## src/rtl/div_share_arbiter.sv

```systemverilog
// div_share_arbiter
// Shares one fixed-latency divider core between NUM_REQ requesters.
// Jobs are accepted under round-robin arbitration and issued one per cycle.
// A tag FIFO records which requester owns each job and whether its divisor
// was zero, so results can be returned in issue order on one bus.
// After reset, a flush window discards any divider outputs that belong to
// jobs abandoned by that reset.

module div_share_arbiter #(
    parameter int NUM_REQ      = 4,
    parameter int ID_W         = 2,
    parameter int DW           = 16,
    parameter int DIV_LATENCY  = 20,
    parameter int MAX_INFLIGHT = 32
) (
    input  logic                          clk,
    input  logic                          rst_n,
    input  logic [NUM_REQ-1:0]            req_valid,
    output logic [NUM_REQ-1:0]            req_ready,
    input  logic [NUM_REQ*DW-1:0]         req_dividend,
    input  logic [NUM_REQ*DW-1:0]         req_divisor,
    output logic                          div_dividend_tvalid,
    output logic [DW-1:0]                 div_dividend_tdata,
    output logic                          div_divisor_tvalid,
    output logic [DW-1:0]                 div_divisor_tdata,
    input  logic                          div_dout_tvalid,
    input  logic [2*DW-1:0]               div_dout_tdata,
    output logic                          res_valid,
    output logic [ID_W-1:0]               res_id,
    output logic [DW-1:0]                 res_quotient,
    output logic [DW-1:0]                 res_remainder,
    output logic                          res_div_zero,
    output logic [$clog2(MAX_INFLIGHT):0] inflight,
    output logic                          busy,
    output logic                          tag_err
);

    localparam int PTR_W = $clog2(MAX_INFLIGHT);
    localparam int CNT_W = PTR_W + 1;
    localparam int FL_W  = $clog2(DIV_LATENCY + 2);
    localparam int TAG_W = ID_W + 1;

    localparam logic [FL_W-1:0]  FLUSH_LOAD = FL_W'(DIV_LATENCY + 1);
    localparam logic [CNT_W-1:0] CNT_FULL   = CNT_W'(MAX_INFLIGHT);

    // Arbitration state
    logic [ID_W-1:0]    rr_ptr_q, rr_ptr_d;
    logic [NUM_REQ-1:0] grant;
    logic [ID_W-1:0]    grant_idx;
    logic               grant_any;
    logic [ID_W:0]      cand;

    // Control
    logic stall;
    logic flush_active;
    logic fifo_full;
    logic fifo_empty;
    logic issue;
    logic pop;
    logic stray;

    // Operands of the granted requester
    logic [DW-1:0] sel_dividend;
    logic [DW-1:0] sel_divisor;

    // Issue registers toward the divider
    logic          div_valid_q, div_valid_d;
    logic [DW-1:0] dividend_q, dividend_d;
    logic [DW-1:0] divisor_q, divisor_d;

    // Tag FIFO
    logic [TAG_W-1:0] tag_mem_q [MAX_INFLIGHT];
    logic [TAG_W-1:0] tag_wr;
    logic [TAG_W-1:0] tag_rd;
    logic [PTR_W-1:0] wr_ptr_q, wr_ptr_d;
    logic [PTR_W-1:0] rd_ptr_q, rd_ptr_d;
    logic [CNT_W-1:0] inflight_q, inflight_d;

    // Flush window counter
    logic [FL_W-1:0] flush_q, flush_d;

    // Result registers
    logic            res_valid_q, res_valid_d;
    logic [ID_W-1:0] res_id_q, res_id_d;
    logic [DW-1:0]   res_quot_q, res_quot_d;
    logic [DW-1:0]   res_rem_q, res_rem_d;
    logic            res_dz_q, res_dz_d;
    logic            tag_err_q, tag_err_d;

    // Round-robin search: first valid requester at or after rr_ptr, wrapping.
    always_comb begin
        grant     = '0;
        grant_idx = '0;
        grant_any = 1'b0;
        cand      = '0;
        for (int k = 0; k < NUM_REQ; k++) begin
            cand = {1'b0, rr_ptr_q} + (ID_W+1)'(k);
            if (cand >= (ID_W+1)'(NUM_REQ)) begin
                cand = cand - (ID_W+1)'(NUM_REQ);
            end
            if (!grant_any && req_valid[cand[ID_W-1:0]]) begin
                grant_any                = 1'b1;
                grant_idx                = cand[ID_W-1:0];
                grant[cand[ID_W-1:0]]    = 1'b1;
            end
        end
    end

    // Select the dividend and divisor of whichever requester holds the grant.
    always_comb begin
        sel_dividend = '0;
        sel_divisor  = '0;
        for (int i = 0; i < NUM_REQ; i++) begin
            if (grant[i]) begin
                sel_dividend = req_dividend[i*DW +: DW];
                sel_divisor  = req_divisor[i*DW +: DW];
            end
        end
    end

    assign flush_active = (flush_q != '0);
    assign fifo_full    = (inflight_q == CNT_FULL);
    assign fifo_empty   = (inflight_q == '0);
    assign stall        = flush_active | fifo_full;
    assign req_ready    = grant & {NUM_REQ{~stall}};
    assign issue        = grant_any & ~stall;
    assign pop          = div_dout_tvalid & ~flush_active & ~fifo_empty;
    assign stray        = div_dout_tvalid & ~flush_active & fifo_empty;
    assign tag_wr       = {grant_idx, (sel_divisor == '0)};
    assign tag_rd       = tag_mem_q[rd_ptr_q];

    // Next-state for arbitration pointer, issue registers and flush counter.
    always_comb begin
        rr_ptr_d    = rr_ptr_q;
        div_valid_d = issue;
        dividend_d  = dividend_q;
        divisor_d   = divisor_q;
        flush_d     = flush_q;
        if (issue) begin
            dividend_d = sel_dividend;
            divisor_d  = sel_divisor;
            if (grant_idx == ID_W'(NUM_REQ - 1)) begin
                rr_ptr_d = '0;
            end else begin
                rr_ptr_d = grant_idx + ID_W'(1);
            end
        end
        if (flush_active) begin
            flush_d = flush_q - FL_W'(1);
        end
    end

    // Next-state for tag FIFO pointers and the in-flight job count.
    always_comb begin
        wr_ptr_d   = wr_ptr_q;
        rd_ptr_d   = rd_ptr_q;
        inflight_d = inflight_q;
        if (issue) begin
            wr_ptr_d = wr_ptr_q + PTR_W'(1);
        end
        if (pop) begin
            rd_ptr_d = rd_ptr_q + PTR_W'(1);
        end
        case ({issue, pop})
            2'b10:   inflight_d = inflight_q + CNT_W'(1);
            2'b01:   inflight_d = inflight_q - CNT_W'(1);
            default: inflight_d = inflight_q;
        endcase
    end

    // Next-state for the result bus; a zero divisor overrides the divider data.
    always_comb begin
        res_valid_d = pop;
        res_id_d    = res_id_q;
        res_quot_d  = res_quot_q;
        res_rem_d   = res_rem_q;
        res_dz_d    = res_dz_q;
        tag_err_d   = tag_err_q | stray;
        if (pop) begin
            res_id_d = tag_rd[TAG_W-1:1];
            res_dz_d = tag_rd[0];
            if (tag_rd[0]) begin
                res_quot_d = '1;
                res_rem_d  = '0;
            end else begin
                res_quot_d = div_dout_tdata[2*DW-1:DW];
                res_rem_d  = div_dout_tdata[DW-1:0];
            end
        end
    end

    // State registers; reset abandons in-flight jobs and opens the flush window.
    always_ff @(posedge clk) begin
        if (!rst_n) begin
            rr_ptr_q    <= '0;
            div_valid_q <= 1'b0;
            dividend_q  <= '0;
            divisor_q   <= '0;
            wr_ptr_q    <= '0;
            rd_ptr_q    <= '0;
            inflight_q  <= '0;
            flush_q     <= FLUSH_LOAD;
            res_valid_q <= 1'b0;
            res_id_q    <= '0;
            res_quot_q  <= '0;
            res_rem_q   <= '0;
            res_dz_q    <= 1'b0;
            tag_err_q   <= 1'b0;
        end else begin
            rr_ptr_q    <= rr_ptr_d;
            div_valid_q <= div_valid_d;
            dividend_q  <= dividend_d;
            divisor_q   <= divisor_d;
            wr_ptr_q    <= wr_ptr_d;
            rd_ptr_q    <= rd_ptr_d;
            inflight_q  <= inflight_d;
            flush_q     <= flush_d;
            res_valid_q <= res_valid_d;
            res_id_q    <= res_id_d;
            res_quot_q  <= res_quot_d;
            res_rem_q   <= res_rem_d;
            res_dz_q    <= res_dz_d;
            tag_err_q   <= tag_err_d;
        end
    end

    // Tag storage; contents need no reset because the pointers define validity.
    always_ff @(posedge clk) begin
        if (issue) begin
            tag_mem_q[wr_ptr_q] <= tag_wr;
        end
    end

    assign div_dividend_tvalid = div_valid_q;
    assign div_divisor_tvalid  = div_valid_q;
    assign div_dividend_tdata  = dividend_q;
    assign div_divisor_tdata   = divisor_q;
    assign res_valid           = res_valid_q;
    assign res_id              = res_id_q;
    assign res_quotient        = res_quot_q;
    assign res_remainder       = res_rem_q;
    assign res_div_zero        = res_dz_q;
    assign inflight            = inflight_q;
    assign busy                = (inflight_q != '0) | flush_active;
    assign tag_err             = tag_err_q;

endmodule

```

## config.mk

```make
export PLATFORM = sky130hd
export DESIGN_NAME = div_share_arbiter
export DESIGN_NICKNAME = d
export VERILOG_FILES = /design/src/rtl/div_share_arbiter.sv
export SDC_FILE = /design/constraint.sdc
export NUM_CORES = 1
export LEC_CHECK = 0
export ABC_AREA = 1
export CAP_MARGIN = 20
export CORE_MARGIN = 1
export CORE_UTILIZATION = 35
export CTS_CLUSTER_DIAMETER = 50
export DETAILED_ROUTE_END_ITERATION = 8
export GPL_ROUTABILITY_DRIVEN = 0
export PLACE_DENSITY_LB_ADDON = 0.08
export SKIP_LAST_GASP = 1
export SLEW_MARGIN = 20
export SYNTH_ARGS = -nofsm -noshare
export SYNTH_HDL_FRONTEND = slang
export SYNTH_SLANG_ARGS = --single-unit
```

## constraint.sdc

```tcl
create_clock -name clk -period 3.45 [get_ports clk]
set_input_delay 0.69 -clock clk [delete_from_list [all_inputs] [get_ports clk]]
set_output_delay 0.69 -clock clk [all_outputs]
set_load 0.05 [all_outputs]
```

* Yosys cells after proc, flatten, opt, wreduce, memory -nomap -nowiden
Memories as Yosys holds them, arrays and structs flattened. A register that Yosys moved wholly into a read port is not among the register bits.
Index checks and enable logic that the tools add are counted.
** Word-level totals
- Register bits :: 93
- Bits in writable memories :: 96
- Input port bits :: 167
- Output and inout port bits :: 82
- Logic and storage cells :: 121
- Memories kept :: 1
** Operators by class
- Add/subtract/negate cells :: 13
- Order comparisons :: 12
- Equal/unequal tests :: 4
- Mux-type cells :: 48
- Bitwise logic cells :: 14
- Reduce and logical (&&, ||, !) cells :: 15
** Memories
- tag_mem_q :: depth 32, bits a word 3, read ports 1, clocked after memory_dff 1, write ports 1, line 72 : logic [TAG_W-1:0] tag_mem_q [MAX_INFLIGHT];
** Operator list (number)
- 2-to-1 mux 16 bit :: 10
- 2-to-1 mux 2 bit :: 9
- zero test 16 bit :: 1
- 2-to-1 mux 4 bit :: 4
- 2-to-1 mux 1 bit :: 14
- less-than comparator 2 x 3 -> 1 bit (second input constant) :: 4
- OR 4 bit :: 3
- one-hot mux 6 bit (2 select lines) :: 1
- adder 5 x 1 -> 5 bit (second input constant) :: 2
- 2-to-1 mux 5 bit :: 2
- >= comparator 3 bit (second input constant) :: 3
- binary-select mux 1 bit (select 2 bit) :: 4
- demux 1 bit (select 2 bit) :: 4
- >= comparator 2 x 1 -> 1 bit (second input constant) :: 4
- subtractor 2 x 1 -> 2 bit (second input constant) :: 4
- logical AND 1 bit :: 7
- adder 2 x 2 -> 3 bit (second input constant) :: 2
- adder 6 x 1 -> 6 bit (second input constant) :: 1
- == test 6 bit (second input constant) :: 1
- zero test 6 bit :: 1
- nonzero test 6 bit :: 1
- subtractor 6 x 1 -> 6 bit (second input constant) :: 1
- nonzero test 5 bit :: 1
- subtractor 5 x 1 -> 5 bit (second input constant) :: 1
- 11 further kinds :: 21

* Logic depth before layout (Yosys ltp)
- Word-level depth :: 19
- Gate-level depth with buffers :: 24

* Least setup slack after synthesis
OpenSTA, ideal clock, no wires.
- Path type :: flip-flop to flip-flop
- Start point :: register rr_ptr_q[1]
- End point :: register inflight_q[5], in the netlist inflight[5]
- Setup time :: 0.122 ns
- Data arrival time :: 3.496 ns
- Data required time :: 3.328 ns
- Path slack :: -0.168 ns
- Cell stages (with the launch flop) :: 25
- Buffers on the path :: 1
- Clock period less this slack :: 3.618 ns
- Path through :: dfxtp_1 inv_1 ha_1 inv_1 nand2_1 nand2_1 nor2_8 nand2_2 inv_2 nand2_1 nand2_1 buf_2 ha_1 ha_1 a21oi_1 and2_1 inv_1 a21oi_1 inv_1 a21oi_1 inv_1 a21oi_1 o21ai_0 o21ai_0 a21oi_1
** On the way
- Cells in the longest elaborated chain, start to end :: 17
- Elaborated cells between the ends (all ways) :: 38
- Classes of those cells :: 7 x add/sub; 4 x order compare; 2 x eq/ne; 17 x mux; 1 x bitwise; 7 x reduce/logical
** Ends and longest elaborated chain
- start: declaration :: line 47 : logic [ID_W-1:0] rr_ptr_q, rr_ptr_d;
- start signal: assignment :: line 210 : rr_ptr_q <= rr_ptr_d;
- branches (longest 13 deep; another with adder 2 x 1 -> 3 bit)
- 2-to-1 mux 1 bit (*) :: line 101 : if (!grant_any && req_valid[cand[ID_W-1:0]]) begin
- bitwise AND 1 bit (*) :: line 126 : assign issue = grant_any & ~stall;
- == test 2 x 1 -> 1 bit / == test 2 bit (equally long branches) :: line 164 : case ({issue, pop})
- one-hot mux 6 bit (2 select lines) / nonzero test 2 bit (equally long branches)
- end signal: assignment :: line 216 : inflight_q <= inflight_d;
- end: declaration :: line 77 : logic [CNT_W-1:0] inflight_q, inflight_d;
Mark *: on every way between the ends. The select of a mux whose other input is x is not followed.
A chain may end at the register's enable or synchronous reset.

* Worst setup path after layout
- Start point :: input req_valid[3]
- End point :: output req_ready[2]
** On the way
- Cells in the longest elaborated chain, start to end :: 13
- Elaborated cells between the ends (all ways) :: 25
- Classes of those cells :: 15 x mux; 4 x bitwise; 6 x reduce/logical
** Ends and longest elaborated chain
- start: declaration :: line 18 : input logic [NUM_REQ-1:0] req_valid,
- binary-select mux 1 bit (select 2 bit) :: line 101
- 2-to-1 mux 1 bit (not written as such) :: line 101
- 2-to-1 mux 1 bit :: line 101
- zero test 1 bit :: line 101
- logical AND 1 bit :: line 101
- 2-to-1 mux 1 bit :: line 101
- zero test 1 bit :: line 101
- logical AND 1 bit :: line 101
- 2-to-1 mux 1 bit :: line 101
- zero test 1 bit :: line 101
- logical AND 1 bit :: line 101
- 2-to-1 mux 4 bit (*) :: line 101
- bitwise AND 4 bit (*) :: line 125 : assign req_ready = grant & {NUM_REQ{~stall}};
- end: declaration :: line 19 : output logic [NUM_REQ-1:0] req_ready,
Mark *: on every way between the ends. The rest lies on a longest branch, timed or not. The select of a mux whose other input is x is not followed.

==> results.yml <==
outcome:
  outcome: "complete, no violations"
critical_path:
  r2r_slack_ns: 0.30
  crit_fanout: 16
  path_class: "primary input to output pin"
  timing.rr.end: "inflight[5]"
  end_kind: "output pin"
  reg2regPathDepth: 23
  start_kind: "primary input"
  cp_data_required_time_ns: 2.76
  worstPathArrival_ns: 2.63
global_routing:
  grtUsageTotal_pct: 21.2
  grt_pass1_vias: 8101
  grt-ovfl-total: 0
  grt_antenna_before_repair: 3
  grt_max_degree: 56
  grt_pass1_wl_mm: 43.9
synthesis:
  netlist.area_leader.share_pct: 31.0
  ys.flop_type: "dfxtp_1"
  synthCells: 1061
  synth-seq-area-share_pct: 52.2
  avgSynthCellArea_um2: 8.75
  yosys.area.top_type: "edfxtp_1"
  synth-seq-cells: 194
  async_flop_share_pct: 0
  yosysWarnings: 0
  synth_nets: 1248
  syn_area_mm2: 0.00929
  synth_area_leaders: "edfxtp_1 (31%), dfxtp_1 (21%), nand2_1 (8.4%)"
  synth_cell_types: 46
  synth_edf_count: 96
route:
  drt_wl_total_mm: 28.7
  ant_nets: 0
  vias_per_cell: 5.03
  vias: 8423
  drt_iter0_drc: 646
  dr.pass1.iters: 5
  wl_per_cell_um: 17.1
  drc: 0
floorplan:
  die_h_um: 165
  die_x_um: 165
  start_util_pct: 35.6
  io_pins: 249
  core_area_mm2: 0.0261
  die_area_mm2: 0.0272
  core.rowCount: 59
clock_network:
  clock-root-buffer: "clkbuf_16"
  cts_tree: "built"
  cts_inserted_buffers: 17
  post_cts_buffers: 0
  htreeDepth: 4
  numClockSinks: 194
  clk_pin_slew_ns: 0.08
  clkLatencyLatePin_ns: 0.43
  cts.path.max_buffers: 2
power_and_ir_drop:
  leakage_nw: 5.15
  power_density_mw_per_mm2: 375
  ir_drop_uv: 393
hold_path:
  holdCritStartpoint: "res_remainder[12]"
  whs_endpoint: "res_remainder[12]"
  worstHoldPathType: "flip-flop to flip-flop"
  whs_path_depth: 2
sta:
  hold_viol_final: 0
  slew_headroom_pct: 60.4
  setup_tns_ns: 0
  min_period_ns: 3.32
  final_max_slew_viol_count: 0
  setup-violations-final: 0
  max_freq_mhz: 302
  skew_ns: 0.0144
  worst_pin_slew_ns: 0.592
  rsz0062_at_grt: "true"
  hold_ws_ns: 0.467
  min_period_over_period_pct: 96.1
layout:
  final_cell_mix: "clkdlybuf4s50_1 (243), nand2_1 (206), a21oi_1 (124)"
  area_growth_syn_to_layout_pct: 40.4
  drive_gt1_share_pct: 11.5
  fin_area_mm2: 0.0130
  fin_nets: 1512
  finish.utilization_pct: 50.0
  final_common_cell: "clkdlybuf4s50_1"
placed_design:
  io_buffers: 248
  placed_cell_area_mm2: 0.0124
  post-dp-hpwl_mm: 20.9
job:
  max_cap_viol_count: 0
==> routing by layer <==
| layer | wire, um | vias up | GRT usage, % |
|---|---|---|---|
| li1 | - | 4207 | - |
| met1 | 12500 | 3951 | 26.8 |
| met2 | 13900 | 225 | 35.6 |
| met3 | 1670 | 38 | 4.90 |
| met4 | 566 | 2 | 6.76 |
| met5 | 11 | - | 0 |
==> how the worst max path moves through the flow <==
| stage | startpoint | end | slack [ns] |
|---|---|---|---|
| 3_3_place_gp | req_valid[0] | inflight[5] | -0.24 |
| 3_5_place_dp | req_valid[0] | inflight[5] | -0.30 |
| 2_1_floorplan | rr_ptr_q[1] | inflight[5] | 0.03 |
| 5_1_grt | req_valid[0] | inflight[5] | -0.03 |
| 4_1_cts | req_valid[3] | req_ready[2] | 0.02 |
| 6_report | req_valid[3] | req_ready[2] | 0.13 |
==> power by group <==
group          internal [W]  total, W  switching [W]
logic              0.000284  0.000542       0.000258
registers           0.00242   0.00243     0.00000536
clock network      0.000989   0.00192       0.000927
==> synthesized netlist by cell type (2+ instances only) <==
master	instances
a21boi_1	2
a21oi_1	124
a21oi_2	10
buf_1	5
buf_2	14
buf_4	10
buf_6	2
clkbuf_1	31
dfxtp_1	98
edfxtp_1	96
ha_1	19
inv_1	80
inv_2	5
nand2_1	208
nand2_2	8
nand2_4	2
nand3_1	47
nand3_2	3
nand3_4	2
nand4_1	4
nor2_1	102
nor3_1	6
nor3b_1	2
o2111ai_1	17
o211ai_1	2
o21ai_0	101
o221a_2	16
o221ai_1	24
xnor2_1	2
xor2_1	3
==> worst max-delay path: stages <==
cell	delay, ns
clkdlybuf4s50_1	0.47
inv_1	0.04
nand2_1	0.10
nand3_4	0.09
nand2_4	0.10
buf_4	0.14
nor2_4	0.06
a21boi_1	0.21
nand3_4	0.21
buf_12	0.22
nand2_1	0.06
inv_1	0.04
buf_4	0.18
==> logic make-up after synthesis <==
logic type | after synthesis | share of synthesized area (%)
buffers and inverters | 148 | 6.73
AND/OR/NAND/NOR | 390 | 17.9
flip-flops | 194 | 52.2
AO/OA/AOI/OAI | 304 | 19.9
adder cells (fa/ha/maj) | 20 | 2.77
XOR/XNOR | 5 | 0.472
==> flip-flops by register name, summed over array words and instances, names as in the netlist, 5 cells and up, named ones only <==
register	flops
flush_q	5
div_dividend_tdata	16
res_remainder	16
rd_ptr_q	5
div_divisor_tdata	16
tag_mem_q	96
wr_ptr_q	5
inflight	6
res_quotient	16
==> per-stage QoR <==
stage / power (W) / instances / worst slack, ns
after floorplan: 0.00271 / 1061 / 0.0295
after global placement: 0.00302 / 1640 / -0.245
after detailed placement: 0.00302 / 1640 / -0.299
after CTS: 0.00492 / 1672 / 0.0238
after global routing: 0.00505 / 1675 / -0.0305
final: 0.00488 / 1675 / 0.135
==> layout make-up <==
cell class | instances | area (um^2)
well taps | 335 | 419
clock buffers | 18 | 450
inverters | 86 | 323
diodes | 2 | 5.00
clock inverters | 14 | 114
repair buffers | 307 | 3030
multi-input cells | 719 | 3850
fillers | 2515 | 13000
flip-flops and latches | 194 | 4850
==> repair_timing <==
action / CTS / global route
setup endpoints to repair: 0 / 2
hold buffers: 0 / 0
gates resized for setup: 0 / 5
No activity file was read; power rests on OpenSTA's default activity.
